<file path="src/rtl/pipe_hazard_ctrl.sv">
// pipe_hazard_ctrl: stall/flush sequencer with memory-wait watchdog and perf counters
module pipe_hazard_ctrl #(
  parameter int TIMEOUT = 16,
  parameter int CNT_W   = 16,
  parameter int WAIT_W  = 8
) (
  input  logic             clk_i,
  input  logic             rst_i,
  input  logic [4:0]       id_rs1_i,
  input  logic [4:0]       id_rs2_i,
  input  logic             id_use_rs1_i,
  input  logic             id_use_rs2_i,
  input  logic [4:0]       ex_rd_i,
  input  logic             ex_mem_read_i,
  input  logic             ex_branch_taken_i,
  input  logic             mem_req_i,
  input  logic             mem_ready_i,
  output logic             pc_write_o,
  output logic             if_id_write_o,
  output logic             if_id_flush_o,
  output logic             id_ex_write_o,
  output logic             id_ex_flush_o,
  output logic             ex_mem_write_o,
  output logic             mem_wb_flush_o,
  output logic             halt_o,
  output logic [CNT_W-1:0] stall_cnt_o,
  output logic [CNT_W-1:0] flush_cnt_o
);
  typedef enum logic {RUN = 1'b0, ERR = 1'b1} state_t;
  localparam logic [WAIT_W-1:0] WAIT_LAST = WAIT_W'(TIMEOUT == 0 ? 0 : TIMEOUT - 1);
  state_t            state;
  logic [WAIT_W-1:0] wait_cnt;
  logic              memwait, loaduse, branch, run, stall_inc, flush_inc;
  // hazard decode and per-stage strobes; memwait freezes everything upstream of MEM
  always_comb begin
    memwait        = mem_req_i & ~mem_ready_i;
    loaduse        = ex_mem_read_i & (ex_rd_i != 5'd0) &
                     ((id_use_rs1_i & (id_rs1_i == ex_rd_i)) |
                      (id_use_rs2_i & (id_rs2_i == ex_rd_i)));
    branch         = ex_branch_taken_i;
    run            = ~rst_i & (state == RUN);
    pc_write_o     = run & ~memwait & (branch | ~loaduse);
    if_id_write_o  = run & ~memwait & (branch | ~loaduse);
    if_id_flush_o  = run & ~memwait & branch;
    id_ex_write_o  = run & ~memwait;
    id_ex_flush_o  = run & ~memwait & (branch | loaduse);
    ex_mem_write_o = run & ~memwait;
    mem_wb_flush_o = run & memwait;
    stall_inc      = run & (memwait | (loaduse & ~branch));
    flush_inc      = run & branch & ~memwait;
  end
  assign halt_o = (state == ERR);
  // watchdog FSM and saturating counters; ERR holds everything until reset
  always_ff @(posedge clk_i or posedge rst_i) begin
    if (rst_i) begin
      state       <= RUN;
      wait_cnt    <= '0;
      stall_cnt_o <= '0;
      flush_cnt_o <= '0;
    end else if (state == RUN) begin
      wait_cnt <= memwait ? wait_cnt + 1'b1 : '0;
      if (memwait && TIMEOUT != 0 && wait_cnt == WAIT_LAST) state <= ERR;
      if (stall_inc && stall_cnt_o != '1) stall_cnt_o <= stall_cnt_o + 1'b1;
      if (flush_inc && flush_cnt_o != '1) flush_cnt_o <= flush_cnt_o + 1'b1;
    end
  end
endmodule
</file>
<file path="config.mk">
export PLATFORM = sky130hd
export DESIGN_NAME = pipe_hazard_ctrl
export DESIGN_NICKNAME = d
export VERILOG_FILES = /design/src/rtl/pipe_hazard_ctrl.sv
export SDC_FILE = /design/constraint.sdc
export NUM_CORES = 1
export LEC_CHECK = 0
export CAP_MARGIN = 25
export CORE_UTILIZATION = 55
export CTS_BUF_LIST = sky130_fd_sc_hd__clkbuf_8
export CTS_CLUSTER_DIAMETER = 60
export DETAILED_ROUTE_END_ITERATION = 8
export DONT_BUFFER_PORTS = 1
export GPL_TIMING_DRIVEN = 1
export PLACE_DENSITY = 0.73
export SETUP_SLACK_MARGIN = 0.02
export SLEW_MARGIN = 10
export SYNTH_ARGS = -nofsm -noshare
export SYNTH_HDL_FRONTEND = slang
export SYNTH_SLANG_ARGS = --single-unit
</file>
<file path="constraint.sdc">
create_clock -name clk_i -period 1.9 [get_ports clk_i]
set_input_delay 0.19 -clock clk_i [delete_from_list [all_inputs] [get_ports clk_i]]
set_output_delay 0.19 -clock clk_i [all_outputs]
set_load 0.02 [all_outputs]
</file>
# --- After elaboration in Yosys (flattened, before gate mapping) ---
# Index checks and enable logic that the tools add are counted.
# Widths: inputs -> output; s select.
totals:
  reg_bits: 41
  rom_bits: 0
  n_memories: 0
  wordCells: 46
  latchBits: 0
  mem_bits_rw: 0
classes:
  n_mux: 3
  div: 0
  bitwise: 25
  addsub: 3
  mul: 0
  shift: 0
  eq_ne: 5
  n_lt_le_gt_ge: 0
  n_reduce_logical: 6
ops:
  columns: ["op", "count"]
  rows:
  - ["$add 16x1->16 const B", 2]
  - ["$ne 16x16->1 const B", 2]
  - ["$and 1x1->1", 15]
  - ["$eq 5x5->1", 2]
  - ["$add 8x1->8 const B", 1]
  - ["$eq 8x4->1 const B", 1]
  - ["$mux 8", 1]
  - ["$not 1->1", 6]
  - ["$reduce_bool 5->1", 1]
  - ["$or 1x1->1", 4]
  - ["$reduce_and 2->1", 2]
  - ["$logic_and 1x1->1", 3]
  - ["$mux 1", 2]

# --- Depth between registers and ports, before layout ---
logic_depth:
  depth_word: 9
  mapped_depth: 7

# --- Worst setup path after synthesis ---
# Ideal clock, no wire load.
synth_timing:
  kind: "flip-flop to flip-flop"
  startpoint: "reg state (netlist: halt_o)"
  endpoint: "reg flush_cnt_o[13]"
  n_path_buf: 1
  period_less_slack_ns: 2.111
  required_time_ns: 1.770
  path_stages_with_launch: 8
  setup_slack_ns: -0.211
  arrival_ns: 1.981
  path_cell_list: "dfrtp_1 -> or2_1 -> buf_2 -> nor2_2 -> nand2_2 -> a2111oi_4 -> nand4_1 -> xnor2_1"
synth_via:
  elab_chain_len: 6
synth_rtl:
  columns: ["item", "line_no", "text"]
  rows:
  - ["start: declaration", "31", "state_t state;"]
  - ["start signal: assignment", "56", "state <= RUN;"]
  - ["start signal: assignment", "62", "if (memwait && TIMEOUT != 0 && wait_cnt == WAIT_LAST) state <= ERR;"]
  - ["$not 1->1 (no source line) (*)", null, null]
  - ["$and 1x1->1", "41", "run = ~rst_i & (state == RUN);"]
  - ["$and 1x1->1 (2 in series)", "50", "flush_inc = run & branch & ~memwait;"]
  - ["$logic_and 1x1->1", "64", "if (flush_inc && flush_cnt_o != '1) flush_cnt_o <= flush_cnt_o + 1'b1;"]
  - ["$reduce_and 2->1 (no source line) (*)", null, null]
  - ["end signal: assignment", "64", null]
  - ["end: declaration", "27", "output logic [CNT_W-1:0] flush_cnt_o"]
# Mark *: on every way between the ends. The rest lies on a longest branch, timed or not.
# A chain may end at the register's enable or synchronous reset.

# --- Worst setup path after layout ---
layout_timing:
  startpoint: "reg stall_cnt_o[12]"
  endpoint: "reg stall_cnt_o[8]"
layout_via:
  elab_chain_len: 3
layout_rtl:
  columns: ["item", "line_no", "text"]
  rows:
  - ["start: declaration", "26", "output logic [CNT_W-1:0] stall_cnt_o,"]
  - ["start signal: assignment", "63", "if (stall_inc && stall_cnt_o != '1) stall_cnt_o <= stall_cnt_o + 1'b1;"]
  - ["$ne 16x16->1", "63", null]
  - ["$logic_and 1x1->1", "63", null]
  - ["$reduce_and 2->1 (no source line)", null, null]
# Every way passes these cells.

==> qor.txt <==
CTS clk-pin slew, worst paths = 0.07 ns
sw power = 368 µW
gr usage total = 25.1%
num rows = 22
Top-Level Pins = 63
chip width = 65.3 µm
Worst R2R Path Depth = 6
Initial Utilization = 58.9%
die height = 65.3 µm
DRT iter0 DRCs = 96
crit path max fanout = 7
Worst setup EP type = register
Slew @ Worst Pin = 0.809 ns
Port Buffers = 0
worst path arrival time = 2.06 ns
TritonCTS clock tree = done
grt total ovfl = 0
DIE AREA = 4270 µm²
routed wire length per instance = 15.9 µm
Leak = 0.00131 µW
Ys Warns = 0
vias per inst = 5.67
max-slew violations = 0
status = finished clean
FFs w/ async S/R, synth = 100%
initial antenna violation count = 0
clk sinks = 41
Final Worst Setup Slack = 0.0492 ns
synthesized area = 2200 µm²
clk buf depth = 2
drt pass-1 iters = 4
GP Congestion = 0.786
Crit path required time = 2.11 ns
Layout Nets = 291
Worst slew margin = 46.0%
sequential share of power = 55.0%
global-route wire length before repair = 8030 µm
final antenna-violating net count = 0
EDFF count, synth = 0
Max Freq = 0.540 GHz
vias in the first global route = 1770
minimum clock period = 1.85 ns
Fin Hold WS = 0.245 ns
Post-Syn Nets = 241
Yosys cell types = 46
Cells after Synth = 215
Final setup viols = 0
fin crit share = 97.4%
diodes inserted = 0
fraction of layout cells with a size suffix above 1 = 33.1%
Switching Share = 22.7%
core area = 3740 µm²
DR vias = 1780
largest net degree at the start of global routing = 42
unrepaired setup endpoints after global routing = yes
CTS Buf Count = 5
Setup Skew = 0.00641 ns
Post-Place Worst Slack = -0.0424 ns
critical path class = register to register
mean post-synth cell area = 10.3 µm²
PwrDens = 575 nW/µm²
post-synthesis register bit count = 41
Fin. Hold Viols = 0
drt drc = 0
worst min path class = primary input to register
clock share of power = 38.4%
reg-to-reg setup timing slack = 0.05 ns
clk_lat worst skew = 0.29 ns
Detailed Route WL = 5010 µm
Worst setup SP type = register
DP HPWL = 3710 µm
H-tree levels = 2
sequential area share after synthesis = 46.5%
Max-Cap Viols = 0
ys flop type = dfrtp_1
combinational power share = 6.6%
worst-case vdd ir drop = 0.385 mV
Root Buffer = clkbuf_8
Pint = 1260 µW
Hold Path Stages = 4
area grow syn2layout = 28.1%
## synth_stat cells, types with 2 or more instances
library cell  instances  area, µm²
dfrtp_1              41       1030
nand2_1              25       93.8
xnor2_1              25        219
nor2_1               17       63.8
xor2_1               15        131
nand3_1              13       65.1
nor3_1                9       45.0
o21ai_0               8       40.0
inv_1                 7       26.3
nand4_1               6       37.5
and3_1                4       25.0
a21oi_1               3       15.0
ha_1                  3       37.5
a2111oi_2             2       30.0
a21oi_2               2       17.5
buf_4                 2       15.0
mux2_2                2       22.5
mux2i_1               2       20.0
nand2b_1              2       12.5
## state kept, by name (all words and copies together), names as in the netlist
name	count
flush_cnt_o	16
halt_o	1
stall_cnt_o	16
wait_cnt	8
## worst paths after layout
check,endpoint,start
worst min-delay path,flush_cnt_o[9],ex_branch_taken_i
min in group asynchronous,wait_cnt[1],rst_i
worst min register to register,halt_o,wait_cnt[7]
worst max-delay path,stall_cnt_o[8],stall_cnt_o[12]
worst max register to register,stall_cnt_o[8],stall_cnt_o[12]
max in group asynchronous,stall_cnt_o[2],rst_i
## metrics by stage
step | utilization (%) | instance area (µm²) | instances | setup TNS [ns] | total power [µW]
2_1_floorplan | - | 2240 | 215 | 0 | 981
3_3_place_gp | 68.9 | 2580 | 300 | 0 | 1010
3_5_place_dp | 68.9 | 2580 | 300 | -0.0530 | 1010
4_1_cts | 73.7 | 2760 | 313 | 0 | 1630
5_1_grt | 75.5 | 2830 | 314 | -0.0861 | 1690
6_report | 75.5 | 2830 | 314 | 0 | 1620
## cell type report
| type | count | area, µm² |
|---|---|---|
| sequential | 41 | 1030 |
| tap | 48 | 60.1 |
| clock buffer | 7 | 96.3 |
| multi-input combinational | 163 | 1240 |
| fill | 264 | 918 |
| timing repair buffer | 47 | 368 |
| inverter | 7 | 26.3 |
| clock inverter | 1 | 5.00 |
## power by group through the flow
stage / combinational (µW) / clock, µW / sequential, µW
detailed placement: 104 / 0 / 909
finish: 107 / 624 / 893
global placement: 98.4 / 0 / 909
global route: 119 / 673 / 894
floorplan: 58.2 / 0 / 923
CTS: 106 / 635 / 892
## cell usage in the layout (no fill, tap or decap), types with 3 or more instances in the layout
master      n
xnor2_1    24
nor3_1      5
nor2_1     16
inv_1       7
nor3_2      4
a2111oi_4   3
nand4_1     6
and3_1      4
buf_4      45
dfrtp_2     3
xor2_1     15
dfrtp_1    38
clkbuf_8    7
nand2_1    24
nand3_1    13
o21ai_0     8
a21oi_1     3
## what timing repair did
| item | 4_1_cts | 5_1_grt |
|---|---|---|
| cloned | 0 | 0 |
| endpoints found under the setup margin | 7 | 25 |
| hold buffers | 1 | 0 |
| buffers inserted | 4 | 1 |
| gates resized for setup | 4 | 10 |
| pin swaps | 5 | 12 |
| hold endpoints to repair | 41 | 0 |
## layer usage
layer | up-vias | routed length (µm) | track usage, %
met5 | - | 0 | 0
met4 | 0 | 70 | 7.61
met3 | 9 | 389 | 8.51
met2 | 71 | 2480 | 43.3
met1 | 856 | 2060 | 29.2
li1 | 844 | - | -
## worst max-delay path: stages, from the launching register on
cell and delay [ns]:
dfrtp_1 0.39, and4_1 0.23, and3_4 0.22, a2111oi_4 0.34, a32oi_4 0.15, nor3_2 0.26
xor2_1 0.18
## cells by family (layout without fill, tap and decap cells)
group           after synthesis  after routing  share of synthesized area (%)
simple gates                 90             90                           21.7
flops                        41             41                           46.5
xor+xnor                     40             40                           15.9
compound gates               26             26                           9.93
buf+inv                      11             62                           2.27
mux                           4              4                           1.93
fa+ha+maj                     3              3                           1.70
Power figures use the tool's default switching activity.
